==> config.mk <==
export PLATFORM = sky130hd
export DESIGN_NAME = fb_rect_writer
export DESIGN_NICKNAME = d
export VERILOG_FILES = /design/src/rtl/fb_rect_writer.sv
export SDC_FILE = /design/constraint.sdc
export NUM_CORES = 1
export LEC_CHECK = 0
export ABC_AREA = 1
export CORE_MARGIN = 1
export CORE_UTILIZATION = 41
export CTS_BUF_LIST = sky130_fd_sc_hd__clkbuf_8
export CTS_CLUSTER_SIZE = 16
export DETAILED_ROUTE_END_ITERATION = 8
export PLACE_DENSITY = 0.64
export SYNTH_ARGS = -nofsm -noshare
export SYNTH_HDL_FRONTEND = slang
export SYNTH_SLANG_ARGS = --single-unit
==> constraint.sdc <==
create_clock -name clock -period 4.2 [get_ports clock]
set_input_delay 1.26 -clock clock [delete_from_list [all_inputs] [get_ports clock]]
set_output_delay 1.26 -clock clock [all_outputs]
set_load 0.03 [all_outputs]
==> src/rtl/fb_rect_writer.sv <==
// Rectangle-fill write engine for framebuffer port A, one pixel per clock in raster order.
// Build option: define FB_RECT_CLIP_EN to clip rectangles to the screen instead of rejecting them.
module fb_rect_writer #(
    parameter int H_RES  = 320,
    parameter int V_RES  = 240,
    parameter int ADDR_W = 17,
    parameter int RGB_W  = 3
) (
    input  logic              clock,
    input  logic              reset,
    input  logic              cmd_valid,
    output logic              cmd_ready,
    input  logic [8:0]        cmd_x,
    input  logic [7:0]        cmd_y,
    input  logic [8:0]        cmd_w,
    input  logic [7:0]        cmd_h,
    input  logic [RGB_W-1:0]  cmd_rgb,
    output logic [ADDR_W-1:0] addr_A,
    output logic [RGB_W-1:0]  dataIn_A,
    output logic              wren_A,
    output logic              busy,
    output logic              done,
    output logic              err
);

    // state    | meaning
    // S_IDLE   | ready for a command
    // S_DRAW   | one pixel write per cycle
    // S_DONE   | completion pulse, back to idle
    // S_REJECT | out-of-range command refused (unclipped build only)
    typedef enum logic [1:0] {
        S_IDLE   = 2'd0,
        S_DRAW   = 2'd1,
        S_DONE   = 2'd2,
        S_REJECT = 2'd3
    } state_t;

    localparam logic [9:0]        H_LIM    = 10'(H_RES);
    localparam logic [9:0]        V_LIM    = 10'(V_RES);
    localparam logic [ADDR_W-1:0] ROW_STEP = ADDR_W'(H_RES);

    state_t state_q, state_d;

    logic [9:0]        col_q, col_d;
    logic [9:0]        row_q, row_d;
    logic [9:0]        x0_q, x0_d;
    logic [9:0]        x_end_q, x_end_d;
    logic [9:0]        y_end_q, y_end_d;
    logic [ADDR_W-1:0] base_q, base_d;
    logic [ADDR_W-1:0] addr_q, addr_d;
    logic [RGB_W-1:0]  rgb_q, rgb_d;
    logic              wren_q, wren_d;
    logic              busy_q, busy_d;
    logic              done_q, done_d;
    logic              err_q, err_d;
    logic              ready_q, ready_d;

    logic       accept;
    logic       last_pix;
    logic       cmd_empty;
    logic       cmd_reject;
    logic [9:0] x_ext, y_ext;
    logic [9:0] x_end_raw, y_end_raw;
    logic [9:0] x_end_c, y_end_c;
    logic [9:0] col_inc, row_inc;

    assign accept    = cmd_valid && ready_q;
    assign x_ext     = {1'b0, cmd_x};
    assign y_ext     = {2'b00, cmd_y};
    assign x_end_raw = x_ext + {1'b0, cmd_w};
    assign y_end_raw = y_ext + {2'b00, cmd_h};
    assign col_inc   = col_q + 10'd1;
    assign row_inc   = row_q + 10'd1;
    assign last_pix  = (col_inc == x_end_q) && (row_inc == y_end_q);

`ifdef FB_RECT_CLIP_EN
    // Clamped end also makes an off-screen origin come out empty.
    assign x_end_c    = (x_end_raw > H_LIM) ? H_LIM : x_end_raw;
    assign y_end_c    = (y_end_raw > V_LIM) ? V_LIM : y_end_raw;
    assign cmd_empty  = (x_ext >= x_end_c) || (y_ext >= y_end_c);
    assign cmd_reject = 1'b0;
`else
    assign x_end_c    = x_end_raw;
    assign y_end_c    = y_end_raw;
    assign cmd_empty  = (cmd_w == 9'd0) || (cmd_h == 8'd0);
    assign cmd_reject = (x_end_raw > H_LIM) || (y_end_raw > V_LIM);
`endif

    always_ff @(posedge clock or posedge reset) begin
        if (reset) begin
            state_q <= S_IDLE;
        end else begin
            state_q <= state_d;
        end
    end

    always_comb begin
        state_d = state_q;
        case (state_q)
            S_IDLE: begin
                if (accept) begin
                    if (cmd_reject) begin
                        state_d = S_REJECT;
                    end else if (cmd_empty) begin
                        state_d = S_DONE;
                    end else begin
                        state_d = S_DRAW;
                    end
                end
            end
            S_DRAW: begin
                if (last_pix) begin
                    state_d = S_DONE;
                end
            end
            S_DONE:   state_d = S_IDLE;
            S_REJECT: state_d = S_IDLE;
            default:  state_d = S_IDLE;
        endcase
    end

    always_comb begin
        col_d   = col_q;
        row_d   = row_q;
        x0_d    = x0_q;
        x_end_d = x_end_q;
        y_end_d = y_end_q;
        base_d  = base_q;
        addr_d  = addr_q;
        rgb_d   = rgb_q;
        wren_d  = 1'b0;
        busy_d  = busy_q;
        done_d  = 1'b0;
        err_d   = 1'b0;
        ready_d = ready_q;
        case (state_q)
            S_IDLE: begin
                ready_d = 1'b1;
                if (accept) begin
                    col_d   = x_ext;
                    row_d   = y_ext;
                    x0_d    = x_ext;
                    x_end_d = x_end_c;
                    y_end_d = y_end_c;
                    // Constant multiply, done once per command; the raster walk below only adds.
                    base_d  = ADDR_W'(cmd_y) * ROW_STEP;
                    rgb_d   = cmd_rgb;
                    busy_d  = 1'b1;
                    ready_d = 1'b0;
                end
            end
            S_DRAW: begin
                wren_d = 1'b1;
                addr_d = base_q + ADDR_W'(col_q);
                if (col_inc == x_end_q) begin
                    col_d  = x0_q;
                    row_d  = row_inc;
                    base_d = base_q + ROW_STEP;
                end else begin
                    col_d = col_inc;
                end
            end
            S_DONE: begin
                done_d  = 1'b1;
                busy_d  = 1'b0;
                ready_d = 1'b1;
            end
            S_REJECT: begin
                err_d   = 1'b1;
                busy_d  = 1'b0;
                ready_d = 1'b1;
            end
            default: begin
                busy_d  = 1'b0;
                ready_d = 1'b1;
            end
        endcase
    end

    always_ff @(posedge clock or posedge reset) begin
        if (reset) begin
            col_q   <= '0;
            row_q   <= '0;
            x0_q    <= '0;
            x_end_q <= '0;
            y_end_q <= '0;
            base_q  <= '0;
            addr_q  <= '0;
            rgb_q   <= '0;
            wren_q  <= 1'b0;
            busy_q  <= 1'b0;
            done_q  <= 1'b0;
            err_q   <= 1'b0;
            ready_q <= 1'b1;
        end else begin
            col_q   <= col_d;
            row_q   <= row_d;
            x0_q    <= x0_d;
            x_end_q <= x_end_d;
            y_end_q <= y_end_d;
            base_q  <= base_d;
            addr_q  <= addr_d;
            rgb_q   <= rgb_d;
            wren_q  <= wren_d;
            busy_q  <= busy_d;
            done_q  <= done_d;
            err_q   <= err_d;
            ready_q <= ready_d;
        end
    end

    assign cmd_ready = ready_q;
    assign addr_A    = addr_q;
    assign dataIn_A  = rgb_q;
    assign wren_A    = wren_q;
    assign busy      = busy_q;
    assign done      = done_q;
    assign err       = err_q;

endmodule
Word level (Yosys, flattened, before mapping):

Index checks and enable logic that the tools add are counted.

* register bits: 93
* output and inout bits: 25
* word-level logic and storage cells: 67

* add/subtract/negate cells: 6
* multipliers: 1
* magnitude comparators: 2
* equality and inequality tests: 8
* multiplexer cells: 21
* reductions and logical operators: 15

Operators with widths (number)
* two-way mux 10 bit: 4
* case mux 10 bit (2 select lines): 2
* two-way mux 17 bit: 2
* case mux 17 bit (2 select lines): 1
* adder 10 x 1 -> 10 bit, second input constant: 2
* == test 10 bit: 2
* adder 17 x 10 -> 17 bit: 1
* adder 17 x 9 -> 17 bit, second input constant: 1
* multiplier 8 x 3 -> 11 bit, second input constant: 1
* adder 9 x 9 -> 10 bit: 1
* greater-than comparator 10 x 9 -> 1 bit, second input constant: 1
* adder 8 x 8 -> 9 bit: 1
* greater-than comparator 9 x 8 -> 1 bit, second input constant: 1
* zero test 9 bit: 1
* zero test 8 bit: 1
* two-way mux 2 bit: 4
* AND reduction 2 bit: 4
* != test 2 bit, second input constant: 3
* case mux 2 bit (3 select lines): 1
* two-way mux 1 bit: 5
* == test 2 bit, second input constant: 2
* case mux 1 bit (2 select lines): 2
* nonzero test 2 bit: 2
* AND reduction 3 bit: 1
* 5 further kinds: 7

Longest topological paths before layout:

Gate-level depths: netlist of run 1.

* word-level depth: 6
* mapped depth: 16
* mapped depth without buffers: 15

Worst setup path before layout of run 1:

No wires, ideal clock.

* path kind: input-to-reg
* from: input cmd_y[1]
* to: register base_q[15]
* arrival: 2.866 ns
* data required time: 4.078 ns
* slack: 1.212 ns
* stages: 13
* cells stage by stage: ha_1 > ha_1 > fa_1 > nand3_1 > nand3_1 > nand2_1 > inv_1 > nor2_1 > nor2_1 > o21ai_0 > o311ai_0 > nand2_1 > o21ai_1

* longest elaborated chain between the ends: 3

Ends and longest elaborated chain
* start, declared: line 14 `input logic [7:0] cmd_y,`
* multiplier 8 x 3 -> 11 bit: line 146 `base_d = ADDR_W'(cmd_y) * ROW_STEP;`
* two-way mux 17 bit: line 139 `if (accept) begin`
* case mux 17 bit (2 select lines): line 136 `case (state_q)`
* end signal, assigned: line 201 `base_q <= base_d;`
* end, declared: line 49 `logic [ADDR_W-1:0] base_q, base_d;`

Every way passes these cells. The select of a mux whose other input is x is not followed.
A chain may end at the register's enable or synchronous reset.

Worst setup path in the final report of run 1:

* from: input cmd_x[0]
* to: register state_q[1]

* longest elaborated chain between the ends: 6

Ends and longest elaborated chain
* start, declared: line 13 `input logic [8:0] cmd_x,`
* adder 9 x 9 -> 10 bit: line 70 `assign x_end_raw = x_ext + {1'b0, cmd_w};`
* greater-than comparator 10 x 9 -> 1 bit: line 86 `assign cmd_reject = (x_end_raw > H_LIM) || (y_end_raw > V_LIM);`
* logical OR 1 bit: line 86
* two-way mux 2 bit: line 102 `if (cmd_reject) begin`
* two-way mux 2 bit: line 101 `if (accept) begin`
* case mux 2 bit (3 select lines): line 99 `case (state_q)`
* end signal, assigned: line 93 `state_q <= state_d;`
* end, declared: line 42 `state_t state_q, state_d;`

Every way passes these cells. The select of a mux whose other input is x is not followed.

==> results.md, run 1 <==
* Period utilisation layout at 78.8%
* Chip width at 121 um
* Post-Synth Simple-Gate Area at 31.9%
* Largest family of logic cells by synthesized area: simple AND/OR/NAND/NOR gates
* GPL Wtd Cong at 0.882
* Via Count at 5232
* Rel. slew slack at 46.9%
* Drt initial violations at 339
* Dominant synthesized flop cell: dfrtp_1
* Peak Freq at 0.302 GHz
* Clock-pin transition on the worst setup and hold timing paths at 0.08 ns
* Ratio of cells with drive above 1 in the final layout at 4.95%
* Wire per inst at 14.0 um
* Sequential share of power at 46.0%
* Number of I/O port buffers at 64
* Crit start category: input pin
* Switch share at 26.6%
* Clk_skew at 0.0131 ns
* CORE AREA at 0.0135 mm2
* Cell area after synthesis at 0.00577 mm2
* Outcome: finished clean
* Most common cell after layout, fill and taps aside: nand2_1
* Yosys top cell by area: dfrtp_1
* Yosys warns at 0
* Initial Util at 42.7%
* Setup bufs post-CTS at 0
* WS Path Type: input pin to flop
* Vias per cell at 5.01
* RSZ-0062 raised after global routing: false
* Post-cts sizing count at 0
* Post-DRT Antenna Nets at 0
* Final setup viols at 0
* Setup TNS at 0 ns
* Pre-CTS WS at 0.514 ns
* Max Buffers Root-to-Sink at 2
* Avg Inst Size Synth at 7.17 um2
* Post-Synth Adder-Cell Area at 8.85%
* Area contributors post-synth: dfrtp_1 (37%), nand2_1 (18%), ha_1 (7.8%), inv_1 (5.9%), o21ai_0 (5.1%)
* Nets at 943
* Worst-path maximum fanout at 3
* N_diodes at 0
* Total of max-cap violations at 0
* DR DRC count at 0
* Synth Area in XOR/XNOR at 2.58%
* Final Max Slew Viols at 0
* Yosys cell types at 41
* Fillers at 1351
* TritonCTS Buffers at 9
* #FFs+latches synth at 86
* FP Rows at 42
* Htree depth at 3
* Async set-reset flop share out of synthesis at 100%
* Grt total ovfl at 0
* Vias in the first global route at 4876
* Cts hold-fix bufs at 0
* Peak VDD IR at 189 uV
* Power share of the clock group at 37.6%
* Int Pwr at 1.36 mW
* Largest net degree at the start of global routing at 57
* Post-synthesis mux area share at 0%
* Most frequent cells in the layout: nand2_1 (268), inv_1 (91), dfrtp_1 (85)
* Die area at 0.0146 mm2
* I/O pins at 65
* P&R area growth vs syn at 18.2%
* Sw Pwr at 0.493 mW
* Chip height at 121 um
* Logic pwr share at 16.4%
* Required @ worst endpoint at 4.46 ns
* Least-Margin Pin Slew at 0.787 ns
* Mapped Cells at 805
* Post-synth EDFFs at 0
* Pre-Repair DR Iteration Count at 5
* Worst EP arrival at 3.57 ns
* CTS tree: yes
* Final WL at 14600 um
* Fin. Hold Viols at 0
* Register area share after synthesis at 37.3%
* Detail Placement HPWL at 10900 um
* Hold WC Path Type: flop to flop
* Pwr Density at 272 mW/mm2
* CTS root buf: clkbuf_8
* Share of the synthesized area in the top cell type at 36.9%
* Crit. End Element: flop
* Pleak at 3.38 nW
* Syn_nets at 884
* Synth Area in Compound Gates at 11.2%
* Setup ws final at 0.892 ns
* Clk_lat worst skew at 0.37 ns
* Sinks on Clock Net at 86
* Crit path time final at 3.31 ns
* Antenna violations before repair at 0
* GRT Total Usage at 21.4%
* First-pass GRT wire length at 24200 um
[per-layer routing]
layer,GRT usage (%),part of all wire (%),wire (um),up-vias
met1,29.6,49,7130,2383
met2,34.5,46,6740,99
met3,3.49,3.7,539,17
li1,-,-,-,2733
met5,0,0,0,-
met4,5.86,1.3,197,0
[synth_stat cells (5+ instances only)]
cell type	number
nand2_1	269
clkbuf_1	13
nor2_1	60
ha_1	36
nand3_1	50
inv_1	91
o22ai_1	5
a21oi_1	24
dfrtp_1	85
nand4_1	15
xor2_1	9
o21ai_1	17
nand3b_1	8
o21ai_0	59
xnor2_1	8
[cell families (layout without fill, tap and decap cells)]
family / after synthesis / after routing
and+or+nand+nor: 426 / 426
adders and majority gates: 39 / 39
DFF: 86 / 86
AOI/OAI and AO/OA: 120 / 120
xor gates and xnor gates: 17 / 17
buffers and inverters: 117 / 181
[per-stage QoR]
stage / utilization, % / power [mW] / std cells / cell area [um2] / hold slack (ns)
after floorplan: - / 1.06 / 805 / 5770 / 0.442
after global placement: 48.7 / 1.17 / 1029 / 6580 / 0.456
after detailed placement: 48.7 / 1.17 / 1029 / 6580 / 0.464
after CTS: 50.5 / 1.88 / 1045 / 6820 / 0.485
after global routing: 50.5 / 1.95 / 1045 / 6820 / 0.515
final: 50.5 / 1.85 / 1045 / 6820 / 0.482
[registers in the layout, summed over array words and instances (netlist names)]
signal and count:
y_end_q 9, dataIn_A 3, wren_A 1, busy 1, col_q 10, x0_q 9, row_q 10, base_q 11
done 1, err 1, addr_A 17, state_q 2, x_end_q 10, cmd_ready 1
[power groups by stage]
stage               clock [mW]  sequential, mW  combinational [mW]
floorplan                    0           0.878               0.179
global placement             0           0.868               0.304
detailed placement           0           0.868               0.305
CTS                      0.718           0.852               0.307
global route             0.753           0.854               0.343
finish                   0.697           0.851               0.304
[cell type report]
| class | instances | area, um2 | area share (%) |
|---|---|---|---|
| inverters | 96 | 362 | 5.30 |
| multi-input cells | 602 | 3150 | 46.3 |
| repair buffers | 69 | 691 | 10.1 |
| well taps | 176 | 220 | 3.23 |
| clock buffers | 9 | 124 | 1.82 |
| flip-flops and latches | 86 | 2150 | 31.6 |
| clock inverters | 7 | 114 | 1.67 |
[worst paths after layout]
check	startpoint	endpoint	slack (ns)	cells after the start
max reg2reg	col_q[0]	state_q[1]	1.62	13
min in group asynchronous	reset	base_q[9]	1.25	2
max	cmd_x[0]	state_q[1]	0.89	14
min	dataIn_A[2]	dataIn_A[2]	0.48	2
min reg2reg	dataIn_A[2]	dataIn_A[2]	0.48	2
max in group asynchronous	reset	cmd_ready	2.22	3
[worst max-delay path, stage by stage]
cell and delay [ns]:
clkdlybuf4s50_1 0.51, ha_1 0.18, inv_1 0.05, fa_1 0.39, o21ai_0 0.35, nand3_1 0.15, nand3b_1 0.11, nand2_1 0.09
nor2_1 0.11, nand2_1 0.05, nand2_1 0.10, nand3_1 0.08, nor2_1 0.10, nor2_1 0.05
(Power assumes the default switching activity.)
==> inputs of run 2 (changes only) <==
--- a/config.mk
+++ b/config.mk
@@ -11,7 +11,7 @@
 export CTS_BUF_LIST = sky130_fd_sc_hd__clkbuf_8
 export CTS_CLUSTER_SIZE = 16
 export DETAILED_ROUTE_END_ITERATION = 8
-export PLACE_DENSITY = 0.64
+export PLACE_DENSITY = 0.67
 export SYNTH_ARGS = -nofsm -noshare
 export SYNTH_HDL_FRONTEND = slang
 export SYNTH_SLANG_ARGS = --single-unit
==> constraint.sdc (replaced) <==
create_clock -name clock -period 2.9 [get_ports clock]
set_input_delay 0.87 -clock clock [delete_from_list [all_inputs] [get_ports clock]]
set_output_delay 0.87 -clock clock [all_outputs]
set_load 0.03 [all_outputs]
==> results.md, run 2 (synthesis results as in run 1) <==
* Crit. End Element: flop
* Worst reg2reg setup slack at 0.36 ns (-1.26 ns)
* Post-route insts no fill at 1095 (+4.8%)
* HP Start: addr_A[1]
* Pre-Repair DR Iteration Count at 5 (unchanged)
* Least-Margin Pin Slew at 0.653 ns (-0.134 ns)
* Final WL at 15000 um (+2.7%)
* Crit start category: input pin
* Max Buffers Root-to-Sink at 2 (unchanged)
* CP Launch Point: cmd_y[3]
* Post-DRT Antenna Nets at 0 (unchanged)
* Rel. slew slack at 55.9% (+9.0 points)
* First-pass GRT wire length at 25100 um (+3.4%)
* Initial Util at 42.7% (unchanged)
* Final Max Slew Viols at 0 (unchanged)
* Worst EP arrival at 3.02 ns (-0.55 ns)
* Number of I/O port buffers at 64 (unchanged)
* Total of max-cap violations at 0 (unchanged)
* Hold_ws at 0.486 ns (+0.00427 ns)
* Chip height at 121 um (unchanged)
* TritonCTS Buffers at 9 (unchanged)
* FP Rows at 42 (unchanged)
* Clk_lat worst skew at 0.39 ns (+0.02 ns)
* Final setup viols at 0 (unchanged)
* Wire per inst at 13.7 um (-2.0%)
* Largest net degree at the start of global routing at 55 (-3.5%)
* Htree depth at 3 (unchanged)
* Peak Freq at 0.364 GHz
* Fin. Hold Viols at 0 (unchanged)
* Grt total ovfl at 0 (unchanged)
* # placed instances at 1079 (+4.9%)
* Via Count at 5504 (+5.2%)
* Required @ worst endpoint at 3.18 ns (-1.28 ns)
* Outcome: finished clean
* Ratio of cells with drive above 1 in the final layout at 10.3% (+5.4 points)
* Nets at 993 (+5.3%)
* GPL Wtd Cong at 0.889 (+0.79%)
* Max FFs per register at 17 (unchanged)
* Sinks on Clock Net at 86 (unchanged)
* RSZ-0062 raised after global routing: false
* N_diodes at 0 (unchanged)
* Clk_skew at 0.0278 ns (+0.0147 ns)
* Antenna violations before repair at 0 (unchanged)
* Drt initial violations at 331 (-2.4%)
* P&R area growth vs syn at 25.2%
* Crit path time final at 2.75 ns
* Clock-pin transition on the worst setup and hold timing paths at 0.11 ns (+0.03 ns)
* CTS root buf: clkbuf_8
* Hold WC Path Type: flop to flop
* Peak VDD IR at 323 uV (+71%)
* Detail Placement HPWL at 11400 um (+4.7%)
* Period utilisation layout at 94.7%
* Setup bufs post-CTS at 0 (unchanged)
* Vias per cell at 5.03 (+0.40%)
* GRT Total Usage at 22.1% (+0.69 points)
* WS Path Type: input pin to flop
* Vias in the first global route at 5234 (+7.3%)
* Die area at 0.0146 mm2 (unchanged)
* I/O pins at 65 (unchanged)
* CORE AREA at 0.0135 mm2 (unchanged)
* Worst-path maximum fanout at 3 (unchanged)
* Pleak at 3.63 nW (+7.3%)
* Chip width at 121 um (unchanged)
* Most common cell after layout, fill and taps aside: nand2_1
* Most frequent cells in the layout: nand2_1 (268), inv_1 (91), dfrtp_1 (85)
* Pwr Density at 381 mW/mm2 (+40%)
* R2r startpoint: col_q[0]
* CTS tree: yes
* DR DRC count at 0 (unchanged)
* Cts hold-fix bufs at 0 (unchanged)
run 2: what timing repair did:
action	in CTS	in global routing
hold endpoints to repair	0	0
resized for setup	0	4
setup endpoints to repair	0	3
run 2: cell type report:
cell class | instances | area (um2)
multi-input cells | 602 | 3160
clock buffers | 10 | 138
clock inverters | 6 | 87.6
well taps | 176 | 220
repair buffers | 119 | 1090
fillers | 1307 | 6280
inverters | 96 | 364
flip-flops and latches | 86 | 2150
run 2: per-stage QoR:
stage                     setup slack, ns  total power, mW  cell area [um2]  util, %  TNS (ns)
after floorplan                     0.302             1.53             5770        -         0
after global placement             -0.302             1.78             6980     51.7     -1.29
after detailed placement           -0.361             1.79             6980     51.7     -1.76
after CTS                          0.0461             2.77             7210     53.4         0
after global routing              0.00268             2.89             7220     53.5         0
final                               0.154             2.75             7220     53.5         0
run 2: final timing paths:
check,endpoint,cells after the start
worst min register to register,addr_A[1],2
min in group asynchronous,addr_A[15],2
max in group asynchronous,cmd_ready,3
worst min-delay path,addr_A[1],2
worst max-delay path,base_q[15],14
worst max register to register,row_q[8],11
run 2: metal layers:
| layer | vias up | GRT usage (%) | wire, um |
|---|---|---|---|
| met3 | 12 | 4.15 | 644 |
| met5 | - | 0 | 0 |
| li1 | 2827 | - | - |
| met2 | 112 | 36.9 | 7110 |
| met1 | 2553 | 29.5 | 7120 |
| met4 | 0 | 5.32 | 132 |
run 2: worst max-delay path, cell delays in order:
cell and delay (ns):
clkdlybuf4s50_1 0.50, ha_1 0.24, ha_1 0.23, fa_2 0.35, nand3_1 0.09, nand3_1 0.08
nand2_1 0.06, inv_1 0.05, nor2_1 0.09, nor2_1 0.05, o21ai_0 0.13, o311ai_0 0.14
nand2_1 0.08, o21ai_1 0.07
run 2: report_power, final:
part / switching (mW) / total, mW / internal, mW
sequential: 0.0191 / 1.24 / 1.22
combinational: 0.277 / 0.535 / 0.259
clock: 0.471 / 0.978 / 0.507
==> inputs of run 3 (changes only) <==
--- a/config.mk
+++ b/config.mk
@@ -7,11 +7,12 @@
 export LEC_CHECK = 0
 export ABC_AREA = 1
 export CORE_MARGIN = 1
-export CORE_UTILIZATION = 41
+export CORE_UTILIZATION = 30
 export CTS_BUF_LIST = sky130_fd_sc_hd__clkbuf_8
 export CTS_CLUSTER_SIZE = 16
 export DETAILED_ROUTE_END_ITERATION = 8
-export PLACE_DENSITY = 0.67
+export HOLD_SLACK_MARGIN = 0.15
+export PLACE_DENSITY = 0.53
 export SYNTH_ARGS = -nofsm -noshare
 export SYNTH_HDL_FRONTEND = slang
 export SYNTH_SLANG_ARGS = --single-unit
==> results.md, run 3 (synthesis results as in run 1) <==
* Clock-pin transition on the worst setup and hold timing paths at 0.09 ns (-0.02 ns)
* Grt total ovfl at 0 (unchanged)
* DP Area at 0.00703 mm2 (+0.64%)
* Setup bufs post-CTS at 0 (unchanged)
* Via Count at 5309 (-3.5%)
* Final setup viols at 0 (unchanged)
* Hold Path Stages at 2 (unchanged)
* N_diodes at 0 (unchanged)
* Crit start category: input pin
* FP Rows at 50 (+19%)
* Pre-Repair DR Iteration Count at 4 (-1)
* Vias per cell at 4.61 (-8.2%)
* Chip height at 141 um (+17%)
* DR DRC count at 0 (unchanged)
* Sinks on Clock Net at 86 (unchanged)
* GPL Wtd Cong at 0.805 (-9.4%)
* RSZ-0062 raised after global routing: false
* Max Buffers Root-to-Sink at 2 (unchanged)
* Htree depth at 3 (unchanged)
* Int Pwr at 1.97 mW (-0.57%)
* GRT Total Usage at 16.0% (-6.1 points)
* Largest net degree at the start of global routing at 87 (+58%)
* Chip width at 141 um (+17%)
* Worst EP arrival at 3.02 ns (about the same)
* Peak Freq at 0.368 GHz (+1.1%)
* Final WL at 14600 um (-2.5%)
* Setup ws final at 0.183 ns (+0.0298 ns)
* Ratio of cells with drive above 1 in the final layout at 10.4% (+0.023 points)
* Wire per inst at 12.7 um (-7.3%)
* Pleak at 3.63 nW (-0.13%)
* Period utilisation layout at 93.7% (-1.0 points)
* Outcome: finished clean
* CTS root buf: clkbuf_8
* Most frequent cells in the layout: nand2_1 (268), inv_1 (91), dfrtp_1 (85)
* TritonCTS Buffers at 9 (unchanged)
* Peak VDD IR at 174 uV (-46%)
* CORE AREA at 0.0188 mm2 (+39%)
* Power share of the clock group at 35.7% (about the same)
* Final Max Slew Viols at 0 (unchanged)
* Antenna violations before repair at 0 (unchanged)
* Hold WC Path Type: flop to flop
* Fin util at 38.8% (-15 points)
* R2R depth at 15 (+4)
* I/O pins at 65 (unchanged)
* Logic pwr share at 18.8% (-0.7 points)
* Post-DRT Antenna Nets at 0 (unchanged)
* Switch share at 27.3% (-0.56 points)
* Drt initial violations at 247 (-25%)
* Crit path time final at 2.72 ns (-0.0298 ns)
* WS Path Type: input pin to flop
* Total of max-cap violations at 0 (unchanged)
* Nets at 991 (-0.20%)
* Clk_lat worst skew at 0.37 ns (-0.02 ns)
* Required @ worst endpoint at 3.20 ns (+0.02 ns)
* Fin area at 0.00727 mm2 (+0.75%)
* Worst-path maximum fanout at 2 (-1)
* Number of I/O port buffers at 64 (unchanged)
* Max FFs per register at 17 (unchanged)
* Rel. slew slack at 69.2% (+13 points)
* Most common cell after layout, fill and taps aside: nand2_1
* Sw Pwr at 0.741 mW (-3.3%)
* Pwr Density at 373 mW/mm2 (-2.1%)
* First-pass GRT wire length at 25200 um (+0.36%)
* Crit. End Element: flop
* Detail Placement HPWL at 11200 um (-1.8%)
* Sequential share of power at 45.5% (+0.6 points)
* Pre-CTS WS at -0.319 ns (+0.0422 ns)
* CTS tree: yes
* Vias in the first global route at 5121 (-2.2%)
* P&R area growth vs syn at 26.1%
* Initial Util at 30.7% (-12 points)
* Clk_skew at 0.0134 ns (-0.0144 ns)
* Least-Margin Pin Slew at 0.463 ns (-0.191 ns)
* Fin. Hold Viols at 0 (unchanged)
* Die area at 0.0198 mm2 (+36%)
run 3: repair_timing:
item                       in CTS  in global routing
setup endpoints to repair       0                  3
resized for setup               0                  8
hold buffers                    0                  0
run 3: final cells by class:
class / count / area (um2)
well taps: 234 / 293
flip-flops and latches: 86 / 2150
clock buffers: 10 / 138
clock inverters: 6 / 85.1
fillers: 1977 / 11500
multi-input cells: 602 / 3180
repair buffers: 117 / 1070
inverters: 96 / 364
run 3: power by group through the flow:
| stage | combinational [mW] | clock [mW] | sequential (mW) |
|---|---|---|---|
| 2_1_floorplan | 0.259 | 0 | 1.27 |
| 3_3_place_gp | 0.510 | 0 | 1.26 |
| 3_5_place_dp | 0.511 | 0 | 1.26 |
| 4_1_cts | 0.514 | 1.01 | 1.23 |
| 5_1_grt | 0.585 | 1.04 | 1.24 |
| 6_report | 0.511 | 0.967 | 1.23 |
run 3: worst paths after layout:
path | startpoint | endpoint | slack [ns]
worst max-delay path | cmd_y[1] | base_q[15] | 0.18
worst min-delay path | addr_A[1] | addr_A[1] | 0.48
worst max register to register | col_q[0] | state_q[1] | 0.41
worst min register to register | addr_A[1] | addr_A[1] | 0.48
max in group asynchronous | reset | cmd_ready | 1.56
min in group asynchronous | reset | x0_q[1] | 0.98
run 3: layer usage:
metal  vias up  track usage, %  wire, um
met5         -               0         0
met4         0            4.46       125
met3         5            2.99       521
met2        76            25.8      6770
met1      2394            21.8      7210
li1       2834               -         -
run 3: worst max-delay path, stage by stage:
cell and delay [ns]:
clkdlybuf4s50_1 0.43, ha_1 0.31, ha_1 0.22, fa_1 0.39, nand3_1 0.10, nand3_1 0.08
nand2_1 0.06, inv_1 0.04, nor2_1 0.08, nor2_1 0.06, o311ai_1 0.24, nand2_1 0.08
o21ai_1 0.07
run 3: stage by stage:
| stage | total power, mW | instances | hold slack, ns | TNS (ns) |
|---|---|---|---|---|
| final | 2.71 | 1151 | 0.481 | 0 |
| after global routing | 2.86 | 1151 | 0.514 | 0 |
| after global placement | 1.77 | 1135 | 0.463 | -1.21 |
| after CTS | 2.75 | 1151 | 0.488 | 0 |
| after detailed placement | 1.77 | 1135 | 0.465 | -1.38 |
| after floorplan | 1.53 | 805 | 0.442 | 0 |
